File: src/rtl/fft_cbfp_reorder_buf_pkg.sv
// fft_cbfp_pkg: shared types, frame geometry and bit-reverse helper for the CBFP reorder buffer
package fft_cbfp_pkg;
  localparam int ARRAY_SIZE = 16;
  localparam int ARRAY_NUM = 4;
  localparam int DOUT_SIZE = 11;
  localparam int EXP_SIZE = 5;
  localparam int FRAME_PTS = 64;
  localparam int LOG2_FRAME = 6;
  typedef logic signed [DOUT_SIZE-1:0] sample_t;
  typedef logic [EXP_SIZE-1:0] exp_t;
  typedef logic [1:0] beat_idx_t;
  typedef sample_t [ARRAY_SIZE-1:0] beat_t;
  typedef exp_t [ARRAY_SIZE-1:0] lane_exp_t;
  typedef exp_t [ARRAY_NUM-1:0] frame_exp_t;
  typedef enum logic {RD_IDLE, RD_STREAM} rd_state_e;
  localparam beat_idx_t LAST_BEAT = beat_idx_t'(ARRAY_NUM - 1);
  function automatic logic [LOG2_FRAME-1:0] bitrev6(input logic [LOG2_FRAME-1:0] m);
    logic [LOG2_FRAME-1:0] r;
    for (int i = 0; i < LOG2_FRAME; i++) r[i] = m[LOG2_FRAME-1-i];
    return r;
  endfunction
endpackage

File: src/rtl/fft_cbfp_reorder_buf_if.sv
// fft_cbfp_reorder_buf_if: input/output stream handshakes of the reorder buffer
interface fft_cbfp_reorder_buf_if;
  import fft_cbfp_pkg::*;
  logic valid_in, in_ready, valid_out, out_ready, frame_last, overflow;
  beat_t din, dout;
  frame_exp_t cal_cnt;
  lane_exp_t exp_out;
  modport slave (
    input valid_in, din, cal_cnt, out_ready,
    output in_ready, valid_out, dout, exp_out, frame_last, overflow
  );
  modport master (
    output valid_in, din, cal_cnt, out_ready,
    input in_ready, valid_out, dout, exp_out, frame_last, overflow
  );
endinterface

File: src/rtl/fft_cbfp_reorder_buf_bank.sv
// fft_pingpong_bank: one frame of sample rows, its exponent latch and full flag
module fft_pingpong_bank
  import fft_cbfp_pkg::*;
(
  input  logic                  clk,
  input  logic                  rstn,
  input  logic                  wr_en_i,
  input  beat_idx_t             wr_row_i,
  input  beat_t                 wr_data_i,
  input  frame_exp_t            wr_exp_i,
  input  logic                  free_i,
  output logic                  full_o,
  output beat_t [ARRAY_NUM-1:0] mem_o,
  output frame_exp_t            exp_o
);
  beat_t [ARRAY_NUM-1:0] mem_q;
  frame_exp_t exp_q;
  logic full_q;
  always_ff @(posedge clk or negedge rstn)
    if (!rstn) begin
      mem_q <= '0;
      exp_q <= '0;
      full_q <= 1'b0;
    end else begin
      if (wr_en_i) mem_q[wr_row_i] <= wr_data_i;
      if (wr_en_i && wr_row_i == '0) exp_q <= wr_exp_i;
      if (wr_en_i && wr_row_i == LAST_BEAT) full_q <= 1'b1;
      else if (free_i) full_q <= 1'b0;
    end
  assign full_o = full_q;
  assign mem_o = mem_q;
  assign exp_o = exp_q;
endmodule

File: src/rtl/fft_cbfp_reorder_buf.sv
// fft_cbfp_reorder_buf: ping-pong frame buffer replaying CBFP output in bit-reversed order
module fft_cbfp_reorder_buf
  import fft_cbfp_pkg::*;
(
  input logic clk,
  input logic rstn,
  fft_cbfp_reorder_buf_if.slave bus
);
  beat_t [ARRAY_NUM-1:0] mem [2];
  beat_t [ARRAY_NUM-1:0] view;
  frame_exp_t bank_exp [2];
  logic [1:0] full, avail, free;
  logic wr_ptr_q, rd_ptr_q, overflow_q, frame_last_q;
  logic wr_fire, wr_done, hs, last, sel_ptr, load;
  beat_idx_t wr_beat_q, rd_beat_q, sel_beat;
  rd_state_e state_q;
  beat_t dout_q, dout_d;
  lane_exp_t exp_out_q, exp_out_d;
  logic [LOG2_FRAME-1:0] r;
  assign bus.in_ready = !full[wr_ptr_q];
  assign wr_fire = bus.valid_in && bus.in_ready;
  assign wr_done = wr_fire && wr_beat_q == LAST_BEAT;
  assign hs = state_q == RD_STREAM && bus.out_ready;
  assign last = hs && rd_beat_q == LAST_BEAT;
  assign sel_ptr = rd_ptr_q ^ last;
  assign sel_beat = hs && !last ? rd_beat_q + beat_idx_t'(1) : '0;
  assign load = (hs && !last) || ((last || state_q == RD_IDLE) && avail[sel_ptr]);
  for (genvar b = 0; b < 2; b++) begin : g_bank
    assign avail[b] = full[b] || (wr_done && wr_ptr_q == 1'(b));
    assign free[b] = last && rd_ptr_q == 1'(b);
    fft_pingpong_bank u_bank (
      .clk       (clk),
      .rstn      (rstn),
      .wr_en_i   (wr_fire && wr_ptr_q == 1'(b)),
      .wr_row_i  (wr_beat_q),
      .wr_data_i (bus.din),
      .wr_exp_i  (bus.cal_cnt),
      .free_i    (free[b]),
      .full_o    (full[b]),
      .mem_o     (mem[b]),
      .exp_o     (bank_exp[b])
    );
  end
  // a bank completing this cycle is read with its last row taken straight from din
  always_comb begin
    view = mem[sel_ptr];
    if (wr_fire && wr_ptr_q == sel_ptr) view[wr_beat_q] = bus.din;
    dout_d = '0;
    exp_out_d = '0;
    r = '0;
    for (int l = 0; l < ARRAY_SIZE; l++) begin
      r = bitrev6({sel_beat, 4'(l)});
      dout_d[l] = view[r[5:4]][r[3:0]];
      exp_out_d[l] = bank_exp[sel_ptr][r[5:4]];
    end
  end
  always_ff @(posedge clk or negedge rstn)
    if (!rstn) begin
      wr_ptr_q <= 1'b0;
      wr_beat_q <= '0;
      overflow_q <= 1'b0;
    end else begin
      if (wr_fire) wr_beat_q <= wr_beat_q + beat_idx_t'(1);
      if (wr_done) wr_ptr_q <= !wr_ptr_q;
      if (bus.valid_in && !bus.in_ready) overflow_q <= 1'b1;
    end
  always_ff @(posedge clk or negedge rstn)
    if (!rstn) begin
      state_q <= RD_IDLE;
      rd_ptr_q <= 1'b0;
      rd_beat_q <= '0;
      dout_q <= '0;
      exp_out_q <= '0;
      frame_last_q <= 1'b0;
    end else begin
      if (last) rd_ptr_q <= !rd_ptr_q;
      if (load) begin
        state_q <= RD_STREAM;
        rd_beat_q <= sel_beat;
        dout_q <= dout_d;
        exp_out_q <= exp_out_d;
        frame_last_q <= sel_beat == LAST_BEAT;
      end else if (hs) begin
        state_q <= RD_IDLE;
        rd_beat_q <= '0;
        frame_last_q <= 1'b0;
      end
    end
  assign bus.valid_out = state_q == RD_STREAM;
  assign bus.dout = dout_q;
  assign bus.exp_out = exp_out_q;
  assign bus.frame_last = frame_last_q;
  assign bus.overflow = overflow_q;
endmodule

File: src/flat_wrapper.sv
// flat-port wrapper written by rule: the top's interface ports become plain ports
module fft_cbfp_reorder_buf_flat import fft_cbfp_pkg::*;
  (clk, rstn, bus_valid_in, bus_din, bus_cal_cnt, bus_out_ready, bus_in_ready, bus_valid_out, bus_dout, bus_exp_out, bus_frame_last, bus_overflow);
  fft_cbfp_reorder_buf_if bus_i ();
  input logic clk;
  input logic rstn;
  input wire logic [$bits(bus_i.valid_in)-1:0] bus_valid_in;
  input wire logic [$bits(bus_i.din)-1:0] bus_din;
  input wire logic [$bits(bus_i.cal_cnt)-1:0] bus_cal_cnt;
  input wire logic [$bits(bus_i.out_ready)-1:0] bus_out_ready;
  output wire logic [$bits(bus_i.in_ready)-1:0] bus_in_ready;
  output wire logic [$bits(bus_i.valid_out)-1:0] bus_valid_out;
  output wire logic [$bits(bus_i.dout)-1:0] bus_dout;
  output wire logic [$bits(bus_i.exp_out)-1:0] bus_exp_out;
  output wire logic [$bits(bus_i.frame_last)-1:0] bus_frame_last;
  output wire logic [$bits(bus_i.overflow)-1:0] bus_overflow;
  assign bus_i.valid_in = bus_valid_in;
  assign bus_i.din = bus_din;
  assign bus_i.cal_cnt = bus_cal_cnt;
  assign bus_i.out_ready = bus_out_ready;
  assign bus_in_ready = bus_i.in_ready;
  assign bus_valid_out = bus_i.valid_out;
  assign bus_dout = bus_i.dout;
  assign bus_exp_out = bus_i.exp_out;
  assign bus_frame_last = bus_i.frame_last;
  assign bus_overflow = bus_i.overflow;
  fft_cbfp_reorder_buf u_core (.clk(clk), .rstn(rstn), .bus(bus_i));
endmodule
File: config.mk
export PLATFORM = sky130hd
export DESIGN_NAME = fft_cbfp_reorder_buf_flat
export DESIGN_NICKNAME = d
export VERILOG_FILES = /design/src/rtl/fft_cbfp_reorder_buf_pkg.sv /design/src/rtl/fft_cbfp_reorder_buf_if.sv /design/src/rtl/fft_cbfp_reorder_buf_bank.sv /design/src/rtl/fft_cbfp_reorder_buf.sv /design/src/flat_wrapper.sv
export SDC_FILE = /design/constraint.sdc
export NUM_CORES = 2
export LEC_CHECK = 0
export ABC_AREA = 0
export ABC_CLOCK_PERIOD_IN_PS = 4100
export BUFFER_PORTS_ARGS = -buffer_cell sky130_fd_sc_hd__buf_2
export CORE_ASPECT_RATIO = 1.5
export CORE_MARGIN = 2
export CORE_UTILIZATION = 56
export DETAILED_ROUTE_END_ITERATION = 12
export GPL_TIMING_DRIVEN = 0
export PLACE_DENSITY = 0.83
export SLEW_MARGIN = 20
export SYNTH_ARGS = -nofsm -noshare
export SYNTH_HDL_FRONTEND = slang
export SYNTH_SLANG_ARGS = --single-unit
export TNS_END_PERCENT = 20
File: constraint.sdc
create_clock -name clk -period 4.1 [get_ports clk]
set_input_delay 0.82 -clock clk [delete_from_list [all_inputs] [get_ports clk]]
set_output_delay 0.82 -clock clk [all_outputs]
set_load 0.05 [all_outputs]
==> out/qor.yml <==
route:
  route.detailed.vias_per_inst: 6.74
  routed-via-count: 54800
  drtAntennaViolNets: 0
  wl_um: 266000
  detail_route.first_pass.iterations: 8
  initial_drt_markers: 6228
  wl_per_cell_um: 32.8
  remaining_design_rule_violation_count: 0
die:
  num_rows: 166
  dieWidth_um: 306
  design.die.area_um2: 140000
  fp.dieH_um: 457
  core-area_um2: 136000
  boundaryPins: 460
  start_util: 0.563
clock_network:
  root_cell_of_the_clock_tree: "clkbuf_16"
  cts.path.max_buffers: 3
  clock_sink_count: 1655
  cts_made_buffers: 150
  cts_htree_levels: 4
  clk_pin_slew_worst_setup_hold_paths_ps: 70
  clock_latency_ps: 830
  tritoncts: "done"
setup_path:
  worst_ep_arrival_time_ps: 5060
  critical_path.startpoint_type: "flop"
  path_cells: "ha_1, and3_1, ha_1, buf_2, nor3b_2, o211a_1, clkbuf_2, nor2_2, clkbuf_1, a221o_1"
  timing.setup.critical_path_class: "reg2reg"
  kind_of_capture_point_of_the_worst_setup_path: "flop"
  max_stage_delay_ps: 850
  ff2ff_path_depth: 10
  path_common_cell: "ha_1"
  critPathBufInv: 3
  worst_path_dominant_cell_family: "buffers and inverters"
  crit_path_max_fanout: 10
  timing.critical_path.required_ps: 4850
  path_depth: 10
  slowest_stage: "clkbuf_1"
run_status:
  outcome: "finished with violations"
  failed_checks: "negative setup slack"
synth:
  post_synth_instance_area_um2: 76600
  ys_seq_elements: 1655
  syn-num-nets: 5849
  yosysSeqAreaShare: 0.541
  synth_cell_type_count: 47
  number_of_instances_in_the_synthesized_netlist: 5642
  synth-main-ff-cell: "dfrtp_1"
  synth.area.mux_share: 0.323
  synth_async_sr_flop_share: 1.00
  post_synth.cell_area_avg_um2: 13.6
  synth_enable_flop_cells: 0
  synth_xor_area_frac: 0.000229
  synth_compound_area_frac: 0.0552
  yosys.area_share.adder: 0.00114
  synth-warning-count: 0
  post_synth_and_or_nand_nor_area_fraction: 0.0433
  main_combinational_cell_family_by_area_after_synthesis: "multiplexers"
global_route:
  grt-ovfl-total: 0
  antenna_found_initial: 22
  first_global_vias: 56700
  wire_length_of_the_first_global_routing_pass_um: 381000
  largest_net_degree_at_the_start_of_global_routing: 146
  grtUsageTotal: 0.378
power:
  power_per_cell_area_nw_per_um2: 809
  pwr-share-seq: 0.375
  worst_ir_drop_vdd_mv: 0.721
  switching_share: 0.396
  net-switching-power_mw: 27.7
  clock_power_share: 0.212
  power.static_leakage_nw: 40.9
  pwr-share-comb: 0.413
  power.internal_mw: 42.3
placement:
  detailed_place.area_um2: 81300
  post-dp-hpwl_um: 186000
  gp_congestion: 0.960
  io_buffer_count: 403
timing:
  postLayoutSetupSlackWorst_ps: -207
  timing_worst_slew_pin_value_ps: 1260
  grt_setup_unrepaired: "true"
  fmax_mhz: 232
  hold_violations: 0
  clock_skew_ps: 33.2
  period_needed_ps: 4310
  final_max_slew_viol_count: 0
  worst_slew_margin_rel: 0.163
  portion_of_the_clock_cycle_consumed_by_the_worst_path_in_the_final_layout: 1.05
  finalSetupViolCount: 28
min_path:
  timing.hold.worst.class: "in2async"
cells_and_area:
  multi_input_comb_area_um2: 32500
  stdcell_area_um2: 86600
  final_nets: 6426
  share_of_layout_cells_above_drive_strength_1: 0.413
  final_core_util: 0.637
  fillers: 9902
  final-seq-area_um2: 41400
  area.growth.synth_to_final_pct: 13.1
run:
  cap_viol_max_count: 0
[synthesized netlist by cell type, types with 2 or more instances]
cell      number  area (µm²)
dfrtp_1     1655       41400
mux2_2      1450       16300
mux2i_1      511        5110
nand2_1      377        1420
clkbuf_1     215         807
mux4_2       147        3310
nor2_1       139         522
buf_2        133         666
a221o_1      128        1280
buf_4        126         946
o21ai_0      120         601
nor2b_1       83         519
a211oi_1      72         541
nand3_1       72         360
a21oi_1       66         330
a31oi_1       63         394
buf_1         60         225
a221oi_1      40         350
a31o_2        37         324
and2_1        37         231
a32oi_1       19         166
nand4_1       17         106
a311oi_1      12         105
buf_6         10         113
ha_1           7        87.6
inv_1          6        22.5
o211ai_1       6        45.0
and3_1         5        31.3
nor2_2         3        18.8
o211a_1        3        30.0
a22oi_1        2        15.0
and2_0         2        12.5
nor3_1         2        10.0
nor3b_2        2        25.0
o21bai_1       2        15.0
xnor2_1        2        17.5
[what timing repair did]
item | 4_1_cts | 5_1_grt
gates resized for setup | 11 | 23
endpoints found under the setup margin | 140 | 269
pin swaps | 1 | 3
setup buffers | 2 | 3
hold buffers | 1 | 0
gates cloned | 0 | 0
hold endpoints to repair | 76 | 0
[stage by stage]
stage	total power [mW]	setup WS, ps	hold slack (ps)	instances	TNS (ps)
floorplan	44.4	982	451	5642	0
global placement	53.0	-32710	461	7809	-
detailed placement	54.2	-718	485	7825	-72410
CTS	69.0	1.48	227	8107	0
global route	72.1	-130	230	8111	-1990
finish	70.1	-207	185	8122	-2950
[worst paths after layout]
check,start,end,slack (ps)
min in group clk,bus_cal_cnt[13],u_core.g_bank[0].u_bank.exp_o[13]$_DFFE_PN0P_,250
max in group asynchronous,rstn,u_core.bus.exp_out[15]$_DFFE_PN0P_,720
worst max register to register,u_core.rd_beat_q[1]$_DFFE_PN0P_,u_core.bus.dout[70]$_DFFE_PN0P_,-210
worst max-delay path,u_core.rd_beat_q[1]$_DFFE_PN0P_,u_core.bus.dout[70]$_DFFE_PN0P_,-210
worst min-delay path,rstn,u_core.g_bank[1].u_bank.mem_o[445]$_DFFE_PN0P_,190
worst min register to register,u_core.g_bank[1].u_bank.mem_o[543]$_DFFE_PN0P_,u_core.g_bank[1].u_bank.mem_o[543]$_DFFE_PN0P_,500
[worst reg2reg max path: cells and delay by family, from the launching register on]
| kind | cells | cell delay [ps] |
|---|---|---|
| buffers and inverters | 3 | 1530 |
| and+or+nand+nor | 3 | 1190 |
| AOI/OAI and AO/OA | 2 | 530 |
| DFF | 1 | 420 |
| adders and majority gates | 2 | 570 |
[state kept, by name (all words and copies together), names as in the netlist]
register / flops
u_core.rd_beat_q: 2
u_core.bus.frame_last: 1
u_core.rd_ptr_q: 1
u_core.wr_beat_q: 2
u_core.wr_ptr_q: 1
u_core.bus.valid_out: 1
u_core.g_bank.u_bank.mem_o: 1408
u_core.bus.overflow: 1
u_core.g_bank.u_bank.exp_o: 40
u_core.bus.dout: 176
u_core.g_bank.u_bank.full_o: 2
u_core.bus.exp_out: 20
[logic make-up after synthesis]
family | count (synthesis)
AOI/OAI and AO/OA | 574
and+or+nand+nor | 746
xor gates and xnor gates | 2
DFF | 1655
muxes | 2108
adders and majority gates | 7
buffers and inverters | 550
[routing by layer]
metal / share of wire / track usage / up-vias
met3: 0.11 / 0.111 / 1113
met2: 0.45 / 0.577 / 3645
met4: 0.094 / 0.303 / 14
li1: - / - / 21700
met1: 0.34 / 0.445 / 28300
met5: 0.00031 / 0.000694 / -
[cells in the final DEF (no fill, tap or decap), types with 66 or more instances in the layout]
cell and instances:
nand3_1 72, mux2_2 1450, mux2i_1 511, clkbuf_16 152, mux4_2 147, clkbuf_1 227
nor2_1 139, a221o_1 128, nand2_1 377, o21ai_0 120, a21oi_1 66, nor2b_1 83
dfrtp_1 1655, buf_4 134, a211oi_1 69, buf_2 538
[cell type report]
cell class	instances	area share
clock inverters	61	0.00867
inverters	6	0.000260
repair buffers	426	0.0288
multi-input cells	3437	0.375
flip-flops and latches	1655	0.478
diodes	12	0.000347
clock buffers	218	0.0508
plain buffers	543	0.0323
well taps	1764	0.0255
[power by group through the flow]
stage                     Sequential (mW)  Clock (mW)  Combinational [mW]
final                                26.3        14.8                29.0
after detailed placement             26.2           0                28.0
after global placement               25.9           0                27.1
after CTS                            26.0        14.8                28.2
after floorplan                      27.4           0                17.1
after global routing                 26.7        15.5                29.9
No activity file was read; power rests on OpenSTA's default activity.
